### config.mk
export PLATFORM = sky130hd
export DESIGN_NAME = bcd_display_counter
export DESIGN_NICKNAME = d
export VERILOG_FILES = /design/src/rtl/bcd_display_pkg.sv /design/src/rtl/bcd_digit.sv /design/src/rtl/bcd_display_counter.sv
export SDC_FILE = /design/constraint.sdc
export NUM_CORES = 1
export LEC_CHECK = 0
export ABC_AREA = 1
export ABC_CLOCK_PERIOD_IN_PS = 2800
export BUFFER_PORTS_ARGS = -buffer_cell sky130_fd_sc_hd__buf_2
export CAP_MARGIN = 20
export CORE_AREA = 3 3 82 84
export CTS_BUF_LIST = sky130_fd_sc_hd__clkbuf_4 sky130_fd_sc_hd__clkbuf_8
export DETAILED_ROUTE_END_ITERATION = 10
export DIE_AREA = 0 0 85 87
export HOLD_SLACK_MARGIN = 0.06
export PLACE_DENSITY = 0.85
export SLEW_MARGIN = 20
export SYNTH_ARGS = -nofsm -noshare
export SYNTH_HDL_FRONTEND = slang
export SYNTH_SLANG_ARGS = --single-unit
### constraint.sdc
create_clock -name clk -period 2.8 [get_ports clk]
set_input_delay 0.42 -clock clk [delete_from_list [all_inputs] [get_ports clk]]
set_output_delay 0.42 -clock clk [all_outputs]
set_load 0.1 [all_outputs]
### src/rtl/bcd_display_pkg.sv
// Shared types, segment glyphs and the BCD-to-7-segment decoder.
package bcd_display_pkg;

    typedef logic [3:0] bcd_digit_t;

    localparam logic [6:0] SEG_BLANK = 7'h00;

    // Segment order: bit0 = a ... bit6 = g, active high.
    localparam logic [6:0] SEG_GLYPH [10] = '{
        7'h3F, 7'h06, 7'h5B, 7'h4F, 7'h66,
        7'h6D, 7'h7D, 7'h07, 7'h7F, 7'h6F
    };

    function automatic logic [6:0] seg_decode(input bcd_digit_t d);
        logic [6:0] seg;
        seg = SEG_BLANK;
        if (d <= 4'd9) begin
            seg = SEG_GLYPH[d];
        end
        return seg;
    endfunction

endpackage

### src/rtl/bcd_digit.sv
// One BCD digit of the ripple counter: steps when the chain reaches it,
// reports carry (up) or borrow (down) to the next digit.
module bcd_digit
    import bcd_display_pkg::*;
(
    input  logic       clk,
    input  logic       rst_n,
    input  logic       ena_i,
    input  logic       clear_i,
    input  logic       load_i,
    input  bcd_digit_t load_val_i,
    input  logic       step_en_i,
    input  logic       up_dn_i,
    input  logic       cin_i,
    output logic       cout_o,
    output bcd_digit_t digit_o
);

    bcd_digit_t digit_q;
    bcd_digit_t digit_d;
    logic       at_limit;

    assign at_limit = up_dn_i ? (digit_q >= 4'd9) : (digit_q == 4'd0);
    assign cout_o   = cin_i && at_limit;
    assign digit_o  = digit_q;

    always_comb begin
        digit_d = digit_q;
        if (ena_i) begin
            if (clear_i) begin
                digit_d = '0;
            end else if (load_i) begin
                digit_d = (load_val_i > 4'd9) ? 4'd9 : load_val_i;
            end else if (step_en_i && cin_i) begin
                if (up_dn_i) begin
                    digit_d = at_limit ? 4'd0 : digit_q + 4'd1;
                end else begin
                    digit_d = at_limit ? 4'd9 : digit_q - 4'd1;
                end
            end
        end
    end

    always_ff @(posedge clk or negedge rst_n) begin
        if (!rst_n) begin
            digit_q <= '0;
        end else begin
            digit_q <= digit_d;
        end
    end

endmodule

### src/rtl/bcd_display_counter.sv
// Prescaled up/down BCD counter driving a multiplexed 7-segment display.
// Define BCD_DISPLAY_BLANK_LEADING_EN to blank leading zero digits.
module bcd_display_counter
    import bcd_display_pkg::*;
#(
    parameter int CLK_DIV  = 10_000_000,
    parameter int DIV_W    = 24,
    parameter int DIGITS   = 2,
    parameter int SCAN_DIV = 10_000,
    parameter int SCAN_W   = 14
) (
    input  logic                  clk,
    input  logic                  rst_n,
    input  logic                  ena,
    input  logic                  run,
    input  logic                  up_dn,
    input  logic                  clear,
    input  logic                  load,
    input  logic [4*DIGITS-1:0]   load_val,
    output logic [4*DIGITS-1:0]   bcd_out,
    output logic [6:0]            segments,
    output logic [DIGITS-1:0]     digit_sel,
    output logic                  tick,
    output logic                  wrap
);

    localparam int IDX_W = (DIGITS > 1) ? $clog2(DIGITS) : 1;
    localparam logic [DIV_W-1:0]  PRESC_LAST = DIV_W'(CLK_DIV - 1);
    localparam logic [SCAN_W-1:0] SCAN_LAST  = SCAN_W'(SCAN_DIV - 1);
    localparam logic [IDX_W-1:0]  IDX_LAST   = IDX_W'(DIGITS - 1);

    logic [DIV_W-1:0]  presc_q, presc_d;
    logic [SCAN_W-1:0] scan_q, scan_d;
    logic [IDX_W-1:0]  idx_q, idx_d;
    logic [6:0]        seg_q, seg_d;
    logic [DIGITS-1:0] sel_q, sel_d;
    logic              tick_q, wrap_q;

    logic              tick_cond;
    logic [DIGITS:0]   carry;
    bcd_digit_t        digit_val [DIGITS];
    logic [DIGITS-1:0] blank;
    bcd_digit_t        cur_digit;

    // clear and load take priority, so a coincident terminal count is dropped.
    assign tick_cond = ena && run && !clear && !load && (presc_q == PRESC_LAST);
    assign carry[0]  = 1'b1;

    genvar gi;
    generate
        for (gi = 0; gi < DIGITS; gi++) begin : g_digit
            bcd_digit u_digit (
                .clk        (clk),
                .rst_n      (rst_n),
                .ena_i      (ena),
                .clear_i    (clear),
                .load_i     (load),
                .load_val_i (load_val[4*gi +: 4]),
                .step_en_i  (tick_cond),
                .up_dn_i    (up_dn),
                .cin_i      (carry[gi]),
                .cout_o     (carry[gi+1]),
                .digit_o    (digit_val[gi])
            );
            assign bcd_out[4*gi +: 4] = digit_val[gi];
            assign sel_d[gi]          = (idx_q == IDX_W'(gi));
        end
    endgenerate

`ifdef BCD_DISPLAY_BLANK_LEADING_EN
    // zero_above[i]: digit i and every higher digit are zero.
    logic [DIGITS:1] zero_above;
    assign zero_above[DIGITS] = 1'b1;
    assign blank[0]           = 1'b0;
    generate
        for (gi = 1; gi < DIGITS; gi++) begin : g_blank
            assign zero_above[gi] = zero_above[gi+1] && (digit_val[gi] == 4'd0);
            assign blank[gi]      = zero_above[gi];
        end
    endgenerate
`else
    assign blank = '0;
`endif

    always_comb begin
        presc_d = presc_q;
        if (ena) begin
            if (clear || load) begin
                presc_d = '0;
            end else if (run) begin
                presc_d = (presc_q == PRESC_LAST) ? '0 : presc_q + 1'b1;
            end
        end
    end

    always_comb begin
        scan_d = scan_q;
        idx_d  = idx_q;
        if (ena) begin
            if (scan_q == SCAN_LAST) begin
                scan_d = '0;
                idx_d  = (idx_q == IDX_LAST) ? '0 : idx_q + 1'b1;
            end else begin
                scan_d = scan_q + 1'b1;
            end
        end
    end

    always_comb begin
        cur_digit = digit_val[idx_q];
        seg_d     = blank[idx_q] ? SEG_BLANK : seg_decode(cur_digit);
    end

    always_ff @(posedge clk or negedge rst_n) begin
        if (!rst_n) begin
            presc_q <= '0;
            scan_q  <= '0;
            idx_q   <= '0;
            seg_q   <= SEG_GLYPH[0];
            sel_q   <= DIGITS'(1);
            tick_q  <= 1'b0;
            wrap_q  <= 1'b0;
        end else begin
            presc_q <= presc_d;
            scan_q  <= scan_d;
            idx_q   <= idx_d;
            tick_q  <= tick_cond;
            wrap_q  <= tick_cond && carry[DIGITS];
            if (ena) begin
                seg_q <= seg_d;
                sel_q <= sel_d;
            end
        end
    end

    assign segments  = seg_q;
    assign digit_sel = sel_q;
    assign tick      = tick_q;
    assign wrap      = wrap_q;

endmodule

# ---- Word-level counts from Yosys, hierarchy flattened
# Memories as Yosys holds them, arrays and structs flattened.
# Cells that the tools add are included.
dict set report word_totals {
  latchBits 0
  memories 1
  regBits 58
  output_inout_bits 19
  mem_bits_rw 0
  romBits 112
}
dict set report op_classes {
  bitwise 3
  addsub 7
  n_mul 0
  eq_ne 2
  shift 0
  div 0
  muxes 29
  reduce_logical 19
  magnitude_cmp 8
}
# memory words word_bits rd rd_clocked_by_memory_dff wr line_no
set mem_list {}
lappend mem_list {{(no name shown)} 16 7 1 0 0 bcd_display_pkg.sv:18} ;# seg = SEG_GLYPH[d];
# operator n
set ops {}
lappend ops {{2-to-1 mux 24 bit} 3}
lappend ops {{2-to-1 mux 4 bit} 17}
lappend ops {{2-to-1 mux 7 bit} 4}
lappend ops {{adder 24 x 1 -> 24 bit, second input constant} 1}
lappend ops {{== test 24 bit, second input constant} 1}
lappend ops {{adder 14 x 1 -> 14 bit, second input constant} 1}
lappend ops {{== test 14 bit, second input constant} 1}
lappend ops {{2-to-1 mux 14 bit} 1}
lappend ops {{adder 4 x 1 -> 4 bit, second input constant} 2}
lappend ops {{greater-or-equal comparator 4 bit, second input constant} 2}
lappend ops {{> comparator 4 bit, second input constant} 2}
lappend ops {{logical NOT 4 bit} 2}
lappend ops {{AND reduction 2 bit} 4}
lappend ops {{subtractor 4 x 1 -> 4 bit, second input constant} 2}
lappend ops {{logical AND 1 bit} 7}
lappend ops {{nonzero test 3 bit} 2}
lappend ops {{greater-or-equal comparator 5 bit, second input constant} 1}
lappend ops {{NOT 4 -> 5 bit} 1}
lappend ops {{less-or-equal comparator 4 bit, second input constant} 1}
lappend ops {{2-to-1 mux 1 bit} 4}
lappend ops {{greater-or-equal comparator 2 bit, second input constant} 1}
lappend ops {{logical NOT 1 bit} 2}
lappend ops {{< comparator 1 x 2 -> 1 bit, second input constant} 1}
lappend ops {{NOT 1 -> 2 bit} 1}
lappend ops {{4 further kinds} 4}

# ---- Depth between registers and ports, before layout
dict set report logic_depth {
  word_depth 10
  depth_mapped 11
}

# ---- By module
# A second synthesis with hierarchy kept.
dict set report hier_totals {
  hier_cells 559
  hier_area_um2 3858.7
}
# mod area_each_um2 instances cells_each seq_area_each_um2
set by_module_without_submodules {}
lappend by_module_without_submodules {bcd_display_counter 2965.3 1 413 1260.0}
lappend by_module_without_submodules {bcd_digit 446.7 2 73 100.1}

# ---- Worst setup path before layout
# OpenSTA, ideal clock, no wires.
dict set report synth_path {
  path_type {register to register}
  startpoint {register g_digit[1].u_digit.digit_q[0]}
  endpoint {register seg_q[6] (netlist: segments[6])}
  path_slack_ns 0.484
  t_arrival_ns 2.187
  path_stages_with_launch 9
  n_path_buf 0
  synth_period_minus_slack_ns 2.316
  cell_sequence {dfrtp_1 > inv_1 > nand2_1 > o21ai_0 > ha_1 > o21ai_0 > nand2_1 > nand2_1 > o21ai_0}
}
dict set report synth_between {
  elab_chain_cells 9
  word_cells_on_any_way 10
  cone_classes {1 x order compare; 7 x mux; 1 x bitwise; 1 x memory}
}
# item line_no
set synth_lines {}
lappend synth_lines {{start, declared} bcd_digit.sv:19} ;# bcd_digit_t digit_q;
lappend synth_lines {{start signal, assigned} bcd_digit.sv:48} ;# digit_q <= digit_d;
lappend synth_lines {{2-to-1 mux 4 bit (implied by the code) * (3 in series)} bcd_display_counter.sv:110} ;# cur_digit = digit_val[idx_q];
lappend synth_lines {{NOT 4 -> 5 bit (implied by the code)} bcd_display_pkg.sv:18}
lappend synth_lines {{memory read (16 x 7 bit)} --}
lappend synth_lines {{2-to-1 mux 7 bit (implied by the code) (2 in series)} bcd_display_pkg.sv:18}
lappend synth_lines {{2-to-1 mux 7 bit *} bcd_display_pkg.sv:17} ;# if (d <= 4'd9) begin
lappend synth_lines {{2-to-1 mux 7 bit *} bcd_display_counter.sv:111} ;# seg_d = blank[idx_q] ? SEG_BLANK : seg_decode(cur_digit);
lappend synth_lines {{end signal, assigned} bcd_display_counter.sv:119} ;# seg_q <= SEG_GLYPH[0];
lappend synth_lines {{end signal, assigned} bcd_display_counter.sv:130} ;# seg_q <= seg_d;
lappend synth_lines {{end, declared} bcd_display_counter.sv:35} ;# logic [6:0] seg_q, seg_d;
# Mark *: on every way between the ends. The rest lies on a longest branch, timed or not. The select of a mux whose other input is x is not followed.
# A chain may end at the register's enable or synchronous reset.

# ---- Final worst setup path
dict set report layout_path {
  startpoint {register idx_q}
  endpoint {register seg_q[6] (netlist: segments[6])}
}
dict set report layout_between {
  elab_chain_cells 10
  word_cells_on_any_way 11
  cone_classes {1 x order compare; 7 x mux; 2 x bitwise; 1 x memory}
}
# item line_no
set layout_lines {}
lappend layout_lines {{start, declared} bcd_display_counter.sv:34} ;# logic [IDX_W-1:0] idx_q, idx_d;
lappend layout_lines {{start signal, assigned} bcd_display_counter.sv:126} ;# idx_q <= idx_d;
lappend layout_lines {{NOT 1 -> 2 bit (implied by the code) *} bcd_display_counter.sv:110}
lappend layout_lines {{2-to-1 mux 4 bit (implied by the code) * (3 in series)} bcd_display_counter.sv:110}
lappend layout_lines {{NOT 4 -> 5 bit (implied by the code)} bcd_display_pkg.sv:18}
lappend layout_lines {{memory read (16 x 7 bit)} --}
lappend layout_lines {{2-to-1 mux 7 bit (implied by the code) (2 in series)} bcd_display_pkg.sv:18}
lappend layout_lines {{2-to-1 mux 7 bit *} bcd_display_pkg.sv:17}
lappend layout_lines {{2-to-1 mux 7 bit *} bcd_display_counter.sv:111}
# Marked as above.

==> flow_summary_export.csv <==
group,metric,value,unit
outcome,status,"finished, final reports clean",
global_route,grt_max_degree,59,
detailed_routing,vias,3604,
yosys,netlist_area,3930,µm²
finish,num_antenna_cells,0,
critical_path,r2r-start,"idx_q$_DFFE_PN0P_",
clocking,cts_tree,"built",
floorplan,core_region_area,5990,µm²
critical_path,worstSetupEndpointType,"register",
timing,hold_violations,0,
global_route,first_global_vias,3443,
detailed_routing,drc,0,
clocking,cts_setup_buffers,0,
finish,syn2layout_area_growth,11.3,%
power,power.density,617,nW/µm²
yosys,ys_ff_latch,58,
clocking,cts_resized,0,
worst_hold_path,hold_path.class,"input pin to asynchronous set/reset pin",
global_route,grt_overflow_total,0,
critical_path,critPathKind,"register to register",
clocking,postCtsHoldBufs,0,
yosys,seq_area_frac_synth,0.371,
floorplan,ios,34,
yosys,synth_cell_types,39,
timing,setup_viol,0,
critical_path,crit_fanout,11,
yosys,syn_nets,565,
yosys,synth_cells,535,
clocking,cts_buffers,9,
global_route,grt_usage,0.254,
floorplan,fp.dieArea,7400,µm²
critical_path,crit_path_start,"idx_q$_DFFE_PN0P_",
detailed_routing,drtIter0Drc,256,
floorplan,die_w,85,µm
critical_path,reg2reg_setup_slack,800,ps
placed_design,hpwlAfterDp,6.43,mm
clocking,cts_sinks,58,
clocking,cts.path.max_buffers,2,
yosys,postSynthAreaPerCell,7.35,µm²
yosys,ys_warn_count,0,
detailed_routing,drt_pre_antenna_iters,7,
detailed_routing,drtAntennaViolNets,0,
yosys,synth-async-reset-ratio,1.00,
clocking,ctsHtreeMaxLevel,3,
detailed_routing,routed_wl,8.71,mm
timing,grt_setup_unrepaired,"false",
timing,slew_headroom,0.624,
global_route,antenna_found_initial,0,
placed_design,gp_congestion,0.959,
critical_path,required,3030,ps
global_route,grt_pass1_wl,15.1,mm
critical_path,start_kind,"register",
floorplan,start_util,0.657,
finish,final_common_cell,"nand2_1",
floorplan,rows,28,
power,vdd_drop_max,0.528,mV
job,maxCapViolations,0,
critical_path,r2r_cells,7,
timing,worst_pin_slew,557,ps
yosys,synth_edf_count,0,
power,power_leakage,2.22,nW
finish,final_cell_mix,"163 x nand2_1, 64 x inv_1, 51 x dfrtp_1",
timing,drv_slew,0,
finish,post-route-util,0.731,
clocking,root_buffer,"clkbuf_8",
finish,final_nets,603,
detailed_routing,wl_per_cell,13.3,µm
clocking,cts.clk_slew.worst_paths,70,ps
yosys,ys.flop_type,"dfrtp_1",
detailed_routing,vias_per_cell,5.52,
timing,fmax,501,MHz
timing,period_share,0.713,
timing,finalClockSkew,12.4,ps
finish,drive_gt1_frac,0.189,
timing,fin_crit,2000,ps
timing,tns,0,ps
critical_path,arrival,2230,ps
placed_design,io_buffers,33,
floorplan,dieHeight,87,µm
clocking,clk_latency,340,ps
critical_path,r2r-end,"segments[6]$_DFFE_PN0P_",
synthesized netlist by cell type, types with 2 or more instances:
cell type    n  area, µm²
dfstp_2      7        184
nand2_2      7       43.8
nand3_1     42        210
dfrtp_1     51       1280
nor2_2       6       37.5
nor3_1       8       40.0
nand2_4      4       45.0
xnor2_1      2       17.5
nor2_1      49        184
xor2_1      13        114
o21ai_0     34        170
nor2_4       7       78.8
ha_1        15        188
nand3_2      3       30.0
inv_1       64        240
o21ai_2      3       26.3
nand2_1    163        612
o21ai_1      4       20.0
buf_4        3       22.5
buf_2        2       10.0
a21oi_1      9       45.0
o22ai_2      9        113
nand4_1      8       50.1
inv_2        7       26.3
power breakdown:
part | internal [W] | switching (W) | leakage (nW) | total, W
logic | 0.000182 | 0.000604 | 1.37 | 0.000787
registers | 0.000946 | 0.000101 | 0.733 | 0.00105
clock network | 0.000532 | 0.000338 | 0.113 | 0.000870
total | 0.00166 | 0.00104 | 2.22 | 0.00270
per-stage QoR:
step / setup slack [ps] / instance area, µm² / hold WS, ps / total power, W / instances
floorplan: 484 / 3930 / 124 / 0.00168 / 535
global placement: 920 / 4160 / 444 / 0.00182 / 637
detailed placement: 819 / 4160 / 448 / 0.00184 / 637
CTS: 797 / 4380 / 79.7 / 0.00272 / 653
global route: 534 / 4380 / 91.6 / 0.00285 / 653
finish: 803 / 4380 / 61.4 / 0.00270 / 653
flip-flops by register name (all words and copies together) (netlist names):
| name | flops |
|---|---|
| presc_q | 24 |
| scan_q | 14 |
| g_digit.u_digit.digit_o | 8 |
| segments | 7 |
| digit_sel | 2 |
| idx_q | 1 |
| tick | 1 |
| wrap | 1 |
routing by layer:
metal	part of all wire	up-vias	wire length, µm	global-route usage
li1	-	1788	-	-
met1	0.47	1685	4060	0.331
met2	0.46	111	3980	0.411
met3	0.050	20	437	0.0426
met4	0.026	0	227	0.124
met5	0	-	0	0
critical path: stages, from the launching register on:
cell and delay [ps]:
dfrtp_1 490, o21ai_0 490, inv_1 150, ha_1 240, o21ai_0 160, nand2_1 90, nand2_1 160, o21ai_0 110
worst max path at each step:
stage                     cells after the start                      end  slack, ps
after CTS                                     7  segments[6]$_DFFE_PN0P_        800
after floorplan                               8  segments[6]$_DFFE_PN0P_        480
after global routing                          7  segments[6]$_DFFE_PN0P_        530
after detailed placement                      7  segments[6]$_DFFE_PN0P_        820
final                                         7  segments[6]$_DFFE_PN0P_        800
after global placement                        7  segments[6]$_DFFE_PN0P_        920
final cells by class:
type	instances	area (µm²)
clock inverters	5	77.6
clock buffers	11	145
multi-input cells	398	2150
flip-flops and latches	58	1460
inverters	72	272
well taps	75	93.8
repair buffers	34	185
fillers	441	1610
kinds of logic (layout without fill, tap and decap cells):
group | count (synthesis) | in the layout | share of synthesized area
buf+inv | 79 | 122 | 0.0833
flops | 58 | 58 | 0.371
simple gates | 305 | 305 | 0.361
compound gates | 63 | 63 | 0.103
fa+ha+maj | 15 | 15 | 0.0477
xor+xnor | 15 | 15 | 0.0334
No activity file was read; power rests on OpenSTA's default activity.
